--- config.mk ---
export PLATFORM = sky130hd
export DESIGN_NAME = imul_int_mul_iter
export DESIGN_NICKNAME = d
export VERILOG_FILES = /design/src/rtl/imul_pkg.sv /design/src/rtl/imul_int_mul_iter_dpath.sv /design/src/rtl/imul_int_mul_iter.sv
export SDC_FILE = /design/constraint.sdc
export NUM_CORES = 1
export LEC_CHECK = 0
export CAP_MARGIN = 10
export CORE_MARGIN = 1.5
export CORE_UTILIZATION = 31
export DETAILED_ROUTE_END_ITERATION = 6
export SETUP_SLACK_MARGIN = 0.2
export SLEW_MARGIN = 30
export SYNTH_ARGS = -nofsm -noshare
export SYNTH_HDL_FRONTEND = slang
export SYNTH_SLANG_ARGS = --single-unit
--- constraint.sdc ---
create_clock -name clk -period 6.84 [get_ports clk]
set_input_delay 0.684 -clock clk [delete_from_list [all_inputs] [get_ports clk]]
set_output_delay 0.684 -clock clk [all_outputs]
set_load 0.05 [all_outputs]
--- src/rtl/imul_pkg.sv ---
// Shared definitions for the iterative integer arithmetic units (multiplier, divider).
package imul_pkg;

    // Control FSM states shared by the iterative units
    typedef enum logic [1:0] {
        IDLE = 2'd0,
        CALC = 2'd1,
        DONE = 2'd2
    } state_e;

    // Widest operand the helper functions handle; callers truncate to their own width
    localparam int MAX_W = 128;

    // Result register next-value select
    localparam logic [1:0] RSEL_HOLD  = 2'd0;  // keep current value
    localparam logic [1:0] RSEL_CLEAR = 2'd1;  // start of a new operation
    localparam logic [1:0] RSEL_ACC   = 2'd2;  // conditional accumulate
    localparam logic [1:0] RSEL_LAST  = 2'd3;  // final accumulate plus sign fix-up

    // Two's-complement negation; truncating the result keeps it correct at any narrower width
    function automatic logic [MAX_W-1:0] negate(input logic [MAX_W-1:0] x);
        return ~x + MAX_W'(1);
    endfunction

    // Magnitude of a value whose sign is supplied separately (is_neg = signed mode & msb)
    function automatic logic [MAX_W-1:0] abs_val(input logic [MAX_W-1:0] x, input logic is_neg);
        return is_neg ? negate(x) : x;
    endfunction

endpackage

--- src/rtl/imul_int_mul_iter_dpath.sv ---
// Shift-add datapath: operand magnitudes, accumulator, iteration counter and sign fix-up.
module imul_int_mul_iter_dpath
    import imul_pkg::*;
#(
    parameter int NBITS = 32
) (
    input  logic                 clk,
    input  logic                 reset,
    input  logic                 i_load,
    input  logic                 i_calc,
    input  logic [1:0]           i_rsel,
    input  logic [NBITS-1:0]     i_a,
    input  logic [NBITS-1:0]     i_b,
    input  logic                 i_signed,
    output logic                 o_b_lsb,
    output logic                 o_b_next_zero,
    output logic                 o_cnt_last,
    output logic [2*NBITS-1:0]   o_result
);

    localparam int W2 = 2 * NBITS;
    localparam int CW = (NBITS > 1) ? $clog2(NBITS) : 1;

    logic [W2-1:0]    r_a;
    logic [NBITS-1:0] r_b;
    logic [W2-1:0]    r_result;
    logic [CW-1:0]    r_cnt;
    logic             r_neg;

    logic [NBITS-1:0] w_a_mag;
    logic [NBITS-1:0] w_b_mag;
    logic [W2-1:0]    w_sum;
    logic [W2-1:0]    w_sum_fix;

    // Operand magnitudes; the most negative value maps to 2^(NBITS-1), which still fits
    assign w_a_mag = NBITS'(abs_val(MAX_W'(i_a), i_signed & i_a[NBITS-1]));
    assign w_b_mag = NBITS'(abs_val(MAX_W'(i_b), i_signed & i_b[NBITS-1]));

    // Accumulate the shifted multiplicand when the current multiplier bit is set
    always_comb begin
        w_sum     = r_b[0] ? (r_result + r_a) : r_result;
        w_sum_fix = r_neg ? W2'(negate(MAX_W'(w_sum))) : w_sum;
    end

    // Operand shift registers, counter and product sign
    always_ff @(posedge clk or posedge reset) begin
        if (reset) begin
            r_a   <= '0;
            r_b   <= '0;
            r_cnt <= '0;
            r_neg <= 1'b0;
        end else if (i_load) begin
            r_a   <= W2'(w_a_mag);
            r_b   <= w_b_mag;
            r_cnt <= '0;
            r_neg <= i_signed & (i_a[NBITS-1] ^ i_b[NBITS-1]);
        end else if (i_calc) begin
            r_a   <= r_a << 1;
            r_b   <= r_b >> 1;
            r_cnt <= r_cnt + CW'(1);
        end
    end

    // Product accumulator, negated on the final iteration when the signs differed
    always_ff @(posedge clk or posedge reset) begin
        if (reset) begin
            r_result <= '0;
        end else begin
            case (i_rsel)
                RSEL_CLEAR: r_result <= '0;
                RSEL_ACC:   r_result <= w_sum;
                RSEL_LAST:  r_result <= w_sum_fix;
                default:    r_result <= r_result;
            endcase
        end
    end

    assign o_b_lsb       = r_b[0];
    assign o_b_next_zero = (r_b[NBITS-1:1] == '0);
    assign o_cnt_last    = (r_cnt == CW'(NBITS - 1));
    assign o_result      = r_result;

endmodule

--- src/rtl/imul_int_mul_iter.sv ---
// Iterative shift-add multiplier with val/rdy request and response streams.
module imul_int_mul_iter
    import imul_pkg::*;
#(
    parameter int NBITS      = 32,
    parameter int EARLY_EXIT = 1
) (
    input  logic                 clk,
    input  logic                 reset,
    input  logic                 istream_val,
    output logic                 istream_rdy,
    input  logic [NBITS-1:0]     istream_msg_a,
    input  logic [NBITS-1:0]     istream_msg_b,
    input  logic                 istream_msg_signed,
    output logic                 ostream_val,
    input  logic                 ostream_rdy,
    output logic [2*NBITS-1:0]   ostream_msg
);

    localparam logic EE = (EARLY_EXIT != 0);

    state_e     r_state;
    logic       r_istream_rdy;
    logic       r_ostream_val;

    logic       w_req_fire;
    logic       w_resp_fire;
    logic       w_exit;
    logic       w_calc;
    logic [1:0] w_rsel;
    logic       w_b_lsb;
    logic       w_b_next_zero;
    logic       w_cnt_last;

    assign w_req_fire  = istream_val & r_istream_rdy & (r_state == IDLE);
    assign w_resp_fire = r_ostream_val & ostream_rdy;
    assign w_calc      = (r_state == CALC);
    // Stop after the last bit, or as soon as the remaining multiplier bits are all zero
    assign w_exit      = w_cnt_last | (EE & w_b_next_zero);

    // Datapath result-register select
    always_comb begin
        w_rsel = RSEL_HOLD;
        if (w_req_fire)
            w_rsel = RSEL_CLEAR;
        else if (w_calc)
            w_rsel = w_exit ? RSEL_LAST : RSEL_ACC;
    end

    // Control FSM with registered handshake outputs
    always_ff @(posedge clk or posedge reset) begin
        if (reset) begin
            r_state       <= IDLE;
            r_istream_rdy <= 1'b0;
            r_ostream_val <= 1'b0;
        end else begin
            case (r_state)
                IDLE: begin
                    if (w_req_fire) begin
                        r_state       <= CALC;
                        r_istream_rdy <= 1'b0;
                    end else begin
                        r_istream_rdy <= 1'b1;
                    end
                end
                CALC: begin
                    if (w_exit) begin
                        r_state       <= DONE;
                        r_ostream_val <= 1'b1;
                    end
                end
                DONE: begin
                    // Ready rises only after the response leaves, so no same-cycle accept
                    if (w_resp_fire) begin
                        r_state       <= IDLE;
                        r_ostream_val <= 1'b0;
                        r_istream_rdy <= 1'b1;
                    end
                end
                default: begin
                    r_state       <= IDLE;
                    r_istream_rdy <= 1'b0;
                    r_ostream_val <= 1'b0;
                end
            endcase
        end
    end

    imul_int_mul_iter_dpath #(
        .NBITS (NBITS)
    ) u_dpath (
        .clk           (clk),
        .reset         (reset),
        .i_load        (w_req_fire),
        .i_calc        (w_calc),
        .i_rsel        (w_rsel),
        .i_a           (istream_msg_a),
        .i_b           (istream_msg_b),
        .i_signed      (istream_msg_signed),
        .o_b_lsb       (w_b_lsb),
        .o_b_next_zero (w_b_next_zero),
        .o_cnt_last    (w_cnt_last),
        .o_result      (ostream_msg)
    );

    assign istream_rdy = r_istream_rdy;
    assign ostream_val = r_ostream_val;

    // The multiplier LSB is consumed inside the datapath; kept visible for the line trace
    logic w_unused;
    assign w_unused = w_b_lsb;

endmodule

# Word-level counts from Yosys, hierarchy flattened
# Index checks and enable logic that the tools add are counted.
# op_classes
muxes,24
reduce_logical,7
bitwise,13
n_addsub,5
n_eq_ne,9
# op_table
operator,count
2-to-1 mux 64 bit,4
one-hot mux 64 bit (3 select lines),1
2-to-1 mux 32 bit,4
adder 32 x 1 -> 32 bit (second input constant),2
adder 64 x 1 -> 64 bit (second input constant),1
adder 64 bit,1
inverter 32 bit,2
inverter 64 bit,1
logical NOT 31 bit,1
2-to-1 mux 2 bit,5
2-to-1 mux 5 bit,2
bitwise AND 1 bit,6
== test 2 bit (second input constant),3
one-hot mux 1 bit (3 select lines),2
one-hot mux 2 bit (3 select lines),1
AND reduction 3 bit,2
adder 5 x 1 -> 5 bit (second input constant),1
== test 5 bit (second input constant),1
2-to-1 mux 1 bit,5
== test 2 x 1 -> 1 bit (second input constant),2
inequality test 2 bit (second input constant),2
nonzero test 3 bit,1
logical NOT 2 bit,1
inequality test 2 x 1 -> 1 bit (second input constant),1
5 further kinds,6
# totals
in_bits,69
output_inout_bits,66
reg_bits,170
wordCells,66

# Longest topological paths before layout
# Gate-level depths: netlist of the first run.
# logic_depth
word_depth,7
depth_mapped,20

# Modules after synthesis
# Synthesis of the first run repeated with hierarchy kept, for this count alone.
# hier_totals
hier_cells,2050
area_unflattened_um2,16134.2
# modules_own_cells
mod,seq_area_each_um2,instances,cells_per_inst,area_per_inst_um2
imul_int_mul_iter_dpath,4154.0,1,2028,15922.8
imul_int_mul_iter,100.1,1,22,211.5

# Least setup slack after synthesis of the first run
# OpenSTA, ideal clock, no wires.
# synth_timing
path_kind,register to register
startpoint,register u_dpath.r_b[0]
endpoint,"register u_dpath.r_result[32], in the netlist u_dpath.o_result[32]"
arrival_ns,4.321
slack_ns,2.398
stages_incl_launch_ff,20
t_required_ns,6.719
synth_period_minus_slack_ns,4.442
path_cell_list,dfrtp_1 -> buf_6 -> buf_6 -> clkbuf_1 -> buf_6 -> buf_4 -> buf_1 -> buf_6 -> clkbuf_1 -> mux2i_1 -> ha_1 -> and3_1 -> nand4b_1 -> or3_1 -> nor2_1 -> nand4_1 -> nor3_1 -> a21oi_1 -> xor2_1 -> a22o_1
# synth_between
elab_chain_cells,5
# synth_lines
element,line_no,source
start: declaration,imul_int_mul_iter_dpath.sv:25,logic [NBITS-1:0] r_b;
start signal: assignment,imul_int_mul_iter_dpath.sv:54,r_b <= w_b_mag;
start signal: assignment,imul_int_mul_iter_dpath.sv:59,r_b <= r_b >> 1;
2-to-1 mux 64 bit (*),imul_int_mul_iter_dpath.sv:41,w_sum = r_b[0] ? (r_result + r_a) : r_result;
inverter 64 bit,imul_pkg.sv:22,return ~x + MAX_W'(1);
adder 64 x 1 -> 64 bit,imul_pkg.sv:22,
2-to-1 mux 64 bit,imul_int_mul_iter_dpath.sv:42,w_sum_fix = r_neg ? W2'(negate(MAX_W'(w_sum))) : w_sum;
one-hot mux 64 bit (3 select lines) (*),imul_int_mul_iter_dpath.sv:69,case (i_rsel)
end signal: assignment,imul_int_mul_iter_dpath.sv:71,RSEL_ACC: r_result <= w_sum;
end signal: assignment,imul_int_mul_iter_dpath.sv:72,RSEL_LAST: r_result <= w_sum_fix;
end signal: assignment,imul_int_mul_iter_dpath.sv:73,default: r_result <= r_result;
end: declaration,imul_int_mul_iter_dpath.sv:26,logic [W2-1:0] r_result;
# Mark *: on every way between the ends. The rest lies on a longest branch, timed or not.
# A chain may end at the register's enable or synchronous reset.

# Final worst setup path of the first run
# layout_timing
startpoint,"register u_dpath.r_result[0], in the netlist u_dpath.o_result[0]"
endpoint,"register u_dpath.r_result[62], in the netlist u_dpath.o_result[62]"
# layout_between
elab_chain_cells,6
# layout_lines
element,line_no
adder 64 bit,imul_int_mul_iter_dpath.sv:41
2-to-1 mux 64 bit (*),imul_int_mul_iter_dpath.sv:41
inverter 64 bit,imul_pkg.sv:22
adder 64 x 1 -> 64 bit,imul_pkg.sv:22
2-to-1 mux 64 bit,imul_int_mul_iter_dpath.sv:42
one-hot mux 64 bit (3 select lines) (*),imul_int_mul_iter_dpath.sv:69
# Marks and branches as above.

==> run summary, run 1 <==
The flow ran to the end, and the final reports show no timing, DRC or antenna violations. The worst-case clock buffer depth was 2. The number of antenna diodes in the final layout is 0. Largest area contributor in the netlist: dfrtp_1. Setup violations remaining at the end of the flow were counted as 0.

STA classifies the critical path endpoint as a register. The final net count is 2231, and the post-CTS setup-driven buffer insertion count is 0. The number of global-route vias before repair was 14800; the post-synthesis sequential element count was 170.

The tools report the number of instances in the synthesized netlist as 2042. Once the clock tree was built, the resizer swapped 0 gates to a different size. The floorplan has 81 rows. For this design the ratio of total power to cell area is 573 nW/µm². Root cell of the clock tree: clkbuf_16. Of all nets on the critical path, the largest fanout is 6. The minimum setup slack after placement was 1.62 ns. The number of synthesized flops with an enable pin is 0, and the number of top-level design ports is 135.

The total leakage power was 6.94 nW; the final cell utilization of the core was 36.2%. The nature of the critical path startpoint is a register. After synthesis the cells add up to 15400 µm². The run gives 5.57 ns as the arrival time of the worst setup path.

The async set-or-reset flop fraction in the synthesized netlist works out to 100%. In this run, CTS created clock tree buffers numbering 17. For the finished layout, the period the worst path requires is 5.19 ns. The clock latency reported for the late side of the worst-skew pair is 0.51 ns, and the transition time of the tightest slew-check pin is 0.909 ns.

Clock tree skew after final layout: 0.0177 ns. The average cell area after synthesis is 7.52 µm², and the violation count after the first detailed-route iteration is 1323. The cell count of the worst reg-to-reg path came out at 16. Max capacitance violation total: 0.

Across the VDD grid, the largest voltage drop is 0.230 mV. Once the floorplan was initialized, standard cells occupied 31.4% of the core. The logs give 0 for the number of antenna violations at the first check in global routing and 4 for the H-tree depth reported by CTS. The wire-length estimate of the detail-placed layout is 43.1 mm. Instance area at placement: 17100 µm².

The instance count along the most critical hold path is 1. The critical path required time is 7.22 ns. TritonCTS built the clock tree. The worst path meets setup with 1.65 ns of slack. Setup repair after global routing left no endpoint under its margin.

The count of port buffers added during placement came out at 134. In this run the tightest slew margin relative to its limit is 39.3%. In the final layout, the share of cells above drive strength 1 is 5.70%.

The first global-routing pass estimated 86.9 mm of wire. The clock net in this run drives a total of 170 sinks. The logs give 0 for the number of design rule violations left after detail routing and 0.979 for the routability congestion estimate from global placement.

By startpoint and endpoint, the worst setup path is classified as register to register. The most frequently used cell type in the post-synthesis netlist was nand2_1. The logs give 2180 for the net count of the mapped netlist and 0 for the remaining antenna violation count after routing. Sequential cells were found to cover 27.7% of the synthesized design area. For the number of distinct library cell variants in the gate-level netlist after synthesis, the log shows 102. The detailed router placed 15700 vias in this run. During synthesis, Yosys emitted a total of 0 warnings. Overflow left after global routing: 0. Wires add up to 56.1 mm.

Of the available clock period, the critical path in the final layout requires 75.9%. The routed via count divided by cell count is 5.67, and the clock-pin slew on the worst setup and hold paths is 0.08 ns. In this run the biggest area consumer among cell types represents 27.7% of the synthesized area. Buffers inserted to repair hold after CTS numbered 0. For this run, the leading register cell type out of synthesis is dfrtp_1. The die extent in y was 226 µm; the number of slew-limit violations in the final report was 0. Dividing the detail-routed wire length by the instance count gives 20.3 µm. Counting instances in the post-synthesis netlist gives the leading cell types as 374 x nand2_1, 187 x o21ai_0, 170 x dfrtp_1, 166 x nor2_1, 139 x a21oi_1. The tools report the count of final hold-check violations as 0.

The largest net degree at the start of global routing was 93. Overall routing resource usage: 22.3%. After synthesis, the cell types taking the most area are dfrtp_1 28%, nand2_1 9.1%, o21ai_0 6.1%. The tools report the maximum clock frequency as 193 MHz.

The logs give 17700 µm² for the post-layout instance area and 50900 µm² for the die outline area. Relative to the synthesized area, the layout overhead comes to 15.4%. The core box area was 49000 µm²; the number of search-and-repair iterations in the first detailed-routing pass was 7. Adding up every negative setup slack in the final design gives 0 ns.

The path class of the tightest hold or removal check is register to register. Measured along the x axis, the die boundary spans 226 µm.
## critical path: stages (launching register included)
cell and delay, ns:
dfrtp_1 0.41, ha_1 0.25, inv_1 0.07, fa_1 0.40, nand2b_1 0.27, a211oi_2 0.31, o21ai_1 0.23, a21oi_2 0.39
nor4_1 0.09, nor3b_1 0.34, nor4b_1 0.35, nand3_1 0.24, nor4_1 0.80, nand3_1 0.27, o31ai_4 0.28, mux2i_1 0.24
o211ai_1 0.13
## metal layers
metal | track usage, % | routed length (µm) | vias up
met1 | 30.8 | 26400 | 7611
met2 | 34.7 | 25100 | 495
met5 | 0 | 0 | -
li1 | - | - | 7547
met3 | 4.40 | 3350 | 64
met4 | 7.19 | 1300 | 0
## cell families (layout without fill, tap and decap cells)
group                      after synthesis  after routing  share of synthesized area (%)
muxes                                   30             30                           2.01
buffers and inverters                  145            209                           4.17
DFF                                    170            170                           27.7
xor gates and xnor gates               143            143                           8.15
and+or+nand+nor                        844            844                           25.6
adders and majority gates               69             69                           5.67
AOI/OAI and AO/OA                      641            641                           26.7
## flip-flops by register name, summed over array words and instances (netlist names)
register          count
u_dpath.r_neg         1
u_dpath.o_result     64
ostream_val           1
u_dpath.r_cnt         5
u_dpath.r_a          64
istream_rdy           1
u_dpath.r_b          32
r_state               2
## power breakdown
part,leakage [nW],internal [mW],total [mW],switching (mW)
Clock,0.290,0.515,1.01,0.496
Combinational,4.52,2.39,7.02,4.63
Sequential,2.13,1.49,2.13,0.641
Total,6.94,4.40,10.2,5.77
## metrics by stage
| step | cells | power [mW] | hold WS, ns |
|---|---|---|---|
| 2_1_floorplan | 2042 | 7.03 | 0.449 |
| 3_3_place_gp | 2738 | 9.01 | 0.478 |
| 3_5_place_dp | 2738 | 9.06 | 0.489 |
| 4_1_cts | 2770 | 10.1 | 0.499 |
| 5_1_grt | 2770 | 10.9 | 0.546 |
| 6_report | 2770 | 10.2 | 0.505 |
## worst paths after layout
path | startpoint | endpoint | slack (ns)
min | u_dpath.r_cnt[3]$_DFFE_PP0P_ | u_dpath.r_cnt[3]$_DFFE_PP0P_ | 0.50
max | u_dpath.o_result[0]$_DFFE_PP0P_ | u_dpath.o_result[62]$_DFFE_PP0P_ | 1.65
max reg2reg | u_dpath.o_result[0]$_DFFE_PP0P_ | u_dpath.o_result[62]$_DFFE_PP0P_ | 1.65
min in group asynchronous | reset | u_dpath.r_b[20]$_DFFE_PP0P_ | 0.67
min reg2reg | u_dpath.r_cnt[3]$_DFFE_PP0P_ | u_dpath.r_cnt[3]$_DFFE_PP0P_ | 0.50
max in group asynchronous | reset | u_dpath.r_a[3]$_DFFE_PP0P_ | 4.82
## cells in the final DEF (no fill, tap or decap), drive strengths merged, types with 29 or more instances in the layout
cell / count
xor2: 63
clkdlybuf4s50: 134
nor3: 51
a31oi: 85
nand3: 56
ha: 68
nor4: 29
nor2: 167
a21oi: 142
o21ai: 208
dfrtp: 170
o31ai: 29
xnor2: 80
nand2: 375
nand4: 41
inv: 39
## final cells by class
cell class | instances | area, µm²
repair buffers | 146 | 1430
inverters | 31 | 121
multi-input cells | 1727 | 10500
fillers | 5209 | 31200
well taps | 664 | 831
flip-flops and latches | 170 | 4260
clock inverters | 14 | 153
clock buffers | 18 | 429
(Power assumes the default switching activity.)
==> run 2: changes to the inputs <==
Clock period 6.84 ns to 4.9 ns, I/O delays scaled along.
==> run 2 against run 1 <==
  * The flow now finishes with violations (DRC)
  * Highest routed layer unchanged
  * Total power up 47%
  * Sequential share of layout area down 0.92 points
  * Largest cell class unchanged
  * Global-route usage rose by 0.37 points
  * Clock skew up 0.0023 ns
==> run summary, run 2 (synthesis results as in run 1) <==
The die extent in y is 226 µm. The tools report the number of top-level design ports as 135. Setup slack closes at 0.336 ns.

TritonCTS built the clock tree. Setup repair after global routing could not meet its margin everywhere. The signal on the critical path passes through ha_1, a21oi_1, o21ai_0, a21oi_1, o21ai_0, or3_1, o21ba_2, xnor2_1, o31ai_1, nand3_1, or2_2, o21a_1, or4_1, nand3_1. Area overhead of the layout relative to synthesis: 20.0%. The first global-routing pass estimated 88.8 mm of wire. Buffers inserted to repair hold after CTS numbered 0. For the met1 wire length, the log shows 26.7 mm. The worst path uses 93.1% of the clock period. The largest stage delay on the critical path is 0.53 ns, and the total number of vias is 16000. The tools report the HPWL after detailed placement as 43.8 mm. The tools report the number of slew-limit violations in the final report as 0. For this run, the detailed router's first-pass iteration total came to 7.

The clock tree synthesis step divided the H-tree into 4 levels. The maximum clock frequency is 219 MHz. Summed over all layers, the global routing overflow is 0. The highest net fanout along the worst path works out to 7. Max-cap violations in this run came to 0. The final reports fail on DRC. The run gives 31.4% as the effective utilization at floorplan. The transition time of the tightest slew-check pin is 0.946 ns, and the core box area is 49000 µm². For the total length of routed met2 wires, the log shows 25.9 mm.

The routability congestion estimate from global placement is 1.02, and the count of final hold-check violations is 0. The analysis attributes to net switching a power of 8.28 mW. Across all hold checks on the routed design, the worst slack comes to 0.390 ns. Entering global routing, the biggest net connects 171 pins. Die outline area: 50900 µm². For the number of design rule violations left after detail routing, the log shows 5. By startpoint and endpoint, the worst setup path is classified as register to register. For the sequential fraction of design power, the log shows 19.3%. The tools report the nature of the critical path startpoint as a register. The clock tree skew after final layout is 0.0200 ns. The library cells used most frequently in the layout, excluding fill and tap cells, are 374 x nand2_1, 184 x o21ai_0, 168 x dfrtp_1. Prior to clock tree synthesis, the placed netlist has a worst setup slack of 0.145 ns. The count of placed standard cells in the final layout, fillers left out is 2825, and the power per standard cell area is 808 nW/µm².

For this design the static power due to leakage is 7.26 nW. The width of the die came out at 226 µm. The number of antenna violations at the first check in global routing came out at 0. After detailed routing, no signal wire sits above met4. The worst path needs 4.56 ns of the cycle, external delays included.

The routed via count divided by cell count came out at 5.68. Dividing the detail-routed wire length by the instance count gives 20.2 µm. The share of total power dissipated in combinational logic is 70.6%.

The overall routing resource usage was 22.7%; the TritonCTS sink count was 170. STA classifies the critical path endpoint as a register. The repair_antennas step left the layout with diodes totalling 0. Total CTS buffers: 17. The remaining antenna violation count after routing is 0, and the total setup violations reported at the end of the flow is 0. After the first detailed-routing iteration, the DRC count stood at 1367. The arrival time of the worst setup path was 5.00 ns.

The run finished, with violations left. At the end of the flow, the number of nets in the layout was 2286. Data on the critical path is required at its endpoint by 5.34 ns. CTS placed an instance of clkbuf_16 at the clock tree root. The worst-path cell with the longest stage delay is or4_1. The worst-case clock buffer depth was 2; the number of global-route vias before repair was 15200.

Internal power comes to 6.62 mW. The library cell used most frequently in the layout, excluding fill and tap cells, is nand2_1. Class of the tightest hold or removal check: primary input to asynchronous set/reset pin. The worst pin sits at a relative slew slack of 36.9%. At the later pin of the worst-skew pair, clock insertion delay measures 0.51 ns. After clock tree synthesis, the clock-pin slew on the worst setup and hold paths is 0.08 ns. The final cell utilization of the core is 37.7%. Once placement completed, the tool counted placed cells totaling 2787.

During placement, the flow inserted port buffers numbering 134. For the setup TNS after final layout, the log shows 0 ns. Switching power as a share of total power: 55.6%.

IR analysis of the VDD net gives a maximum drop of 0.341 mV. The total wire length after detailed routing is 57.0 mm. The floorplan row count came out at 81. In the detailed route, the total length drawn on met3 is 3.25 mm. The proportion of layout cells with a drive suffix above 1 was 9.63%; the flop-to-flop setup slack was 0.34 ns.

Of the total power, the clock network draws 10.0%.
[run 2: changes by cell type in the layout (fill, tap and decap cells not counted), moves of 4 or more]
cell	delta
a21oi_2	+5
buf_4	+53
ha_2	+4
a21oi_1	-7
inv_6	-4
ha_1	-5
a211oi_1	-4
[run 2: cell type report]
class | count | area, µm²
inverter | 31 | 120
tap | 664 | 831
sequential | 170 | 4260
multi-input combinational | 1727 | 10700
fill | 5089 | 30500
clock buffer | 19 | 443
timing repair buffer | 201 | 1880
clock inverter | 13 | 175
[run 2: critical path: cells and delay by family (launching register included)]
family / cells / cell delay (ns)
flops: 1 / 0.46
xor+xnor: 1 / 0.15
fa+ha+maj: 1 / 0.42
compound gates: 7 / 1.83
simple gates: 5 / 1.63
[run 2: power by group through the flow]
stage | logic (mW) | clock network (mW) | registers (mW)
after global placement | 10.1 | 0 | 2.87
after CTS | 10.2 | 1.54 | 2.86
after floorplan | 6.36 | 0 | 3.45
final | 10.5 | 1.50 | 2.88
after detailed placement | 10.2 | 0 | 2.88
after global routing | 11.4 | 1.58 | 2.97
[run 2: worst paths after layout]
kind / start / end / depth (start not counted)
setup / recovery: u_dpath.r_a[27]$_DFFE_PP0P_ / u_dpath.o_result[63]$_DFFE_PP0P_ / 14
hold / removal: reset / u_dpath.r_a[11]$_DFFE_PP0P_ / 3
setup reg to reg: u_dpath.r_a[27]$_DFFE_PP0P_ / u_dpath.o_result[63]$_DFFE_PP0P_ / 14
hold reg to reg: u_dpath.r_cnt[3]$_DFFE_PP0P_ / u_dpath.r_cnt[3]$_DFFE_PP0P_ / 1
max in group asynchronous: reset / u_dpath.r_b[0]$_DFFE_PP0P_ / 4
min in group clk: u_dpath.r_cnt[3]$_DFFE_PP0P_ / u_dpath.r_cnt[3]$_DFFE_PP0P_ / 1
[run 2: timing repair]
item	CTS	global route
pin swaps	3	11
endpoints found under the setup margin	6	25
setup buffers	1	4
resized for setup	5	44
[run 2: stage by stage]
stage                     power (mW)  instance area (µm²)
final                           14.9                18400
after CTS                       14.6                18200
after global placement          13.0                17500
after detailed placement        13.1                17500
after floorplan                 9.81                15400
after global routing            16.0                18400
[run 2: metal layers]
metal / track usage, % / vias up
met1: 31.8 / 7764
met2: 35.9 / 551
met5: 0 / -
met3: 3.27 / 64
li1: - / 7664
met4: 6.93 / 0
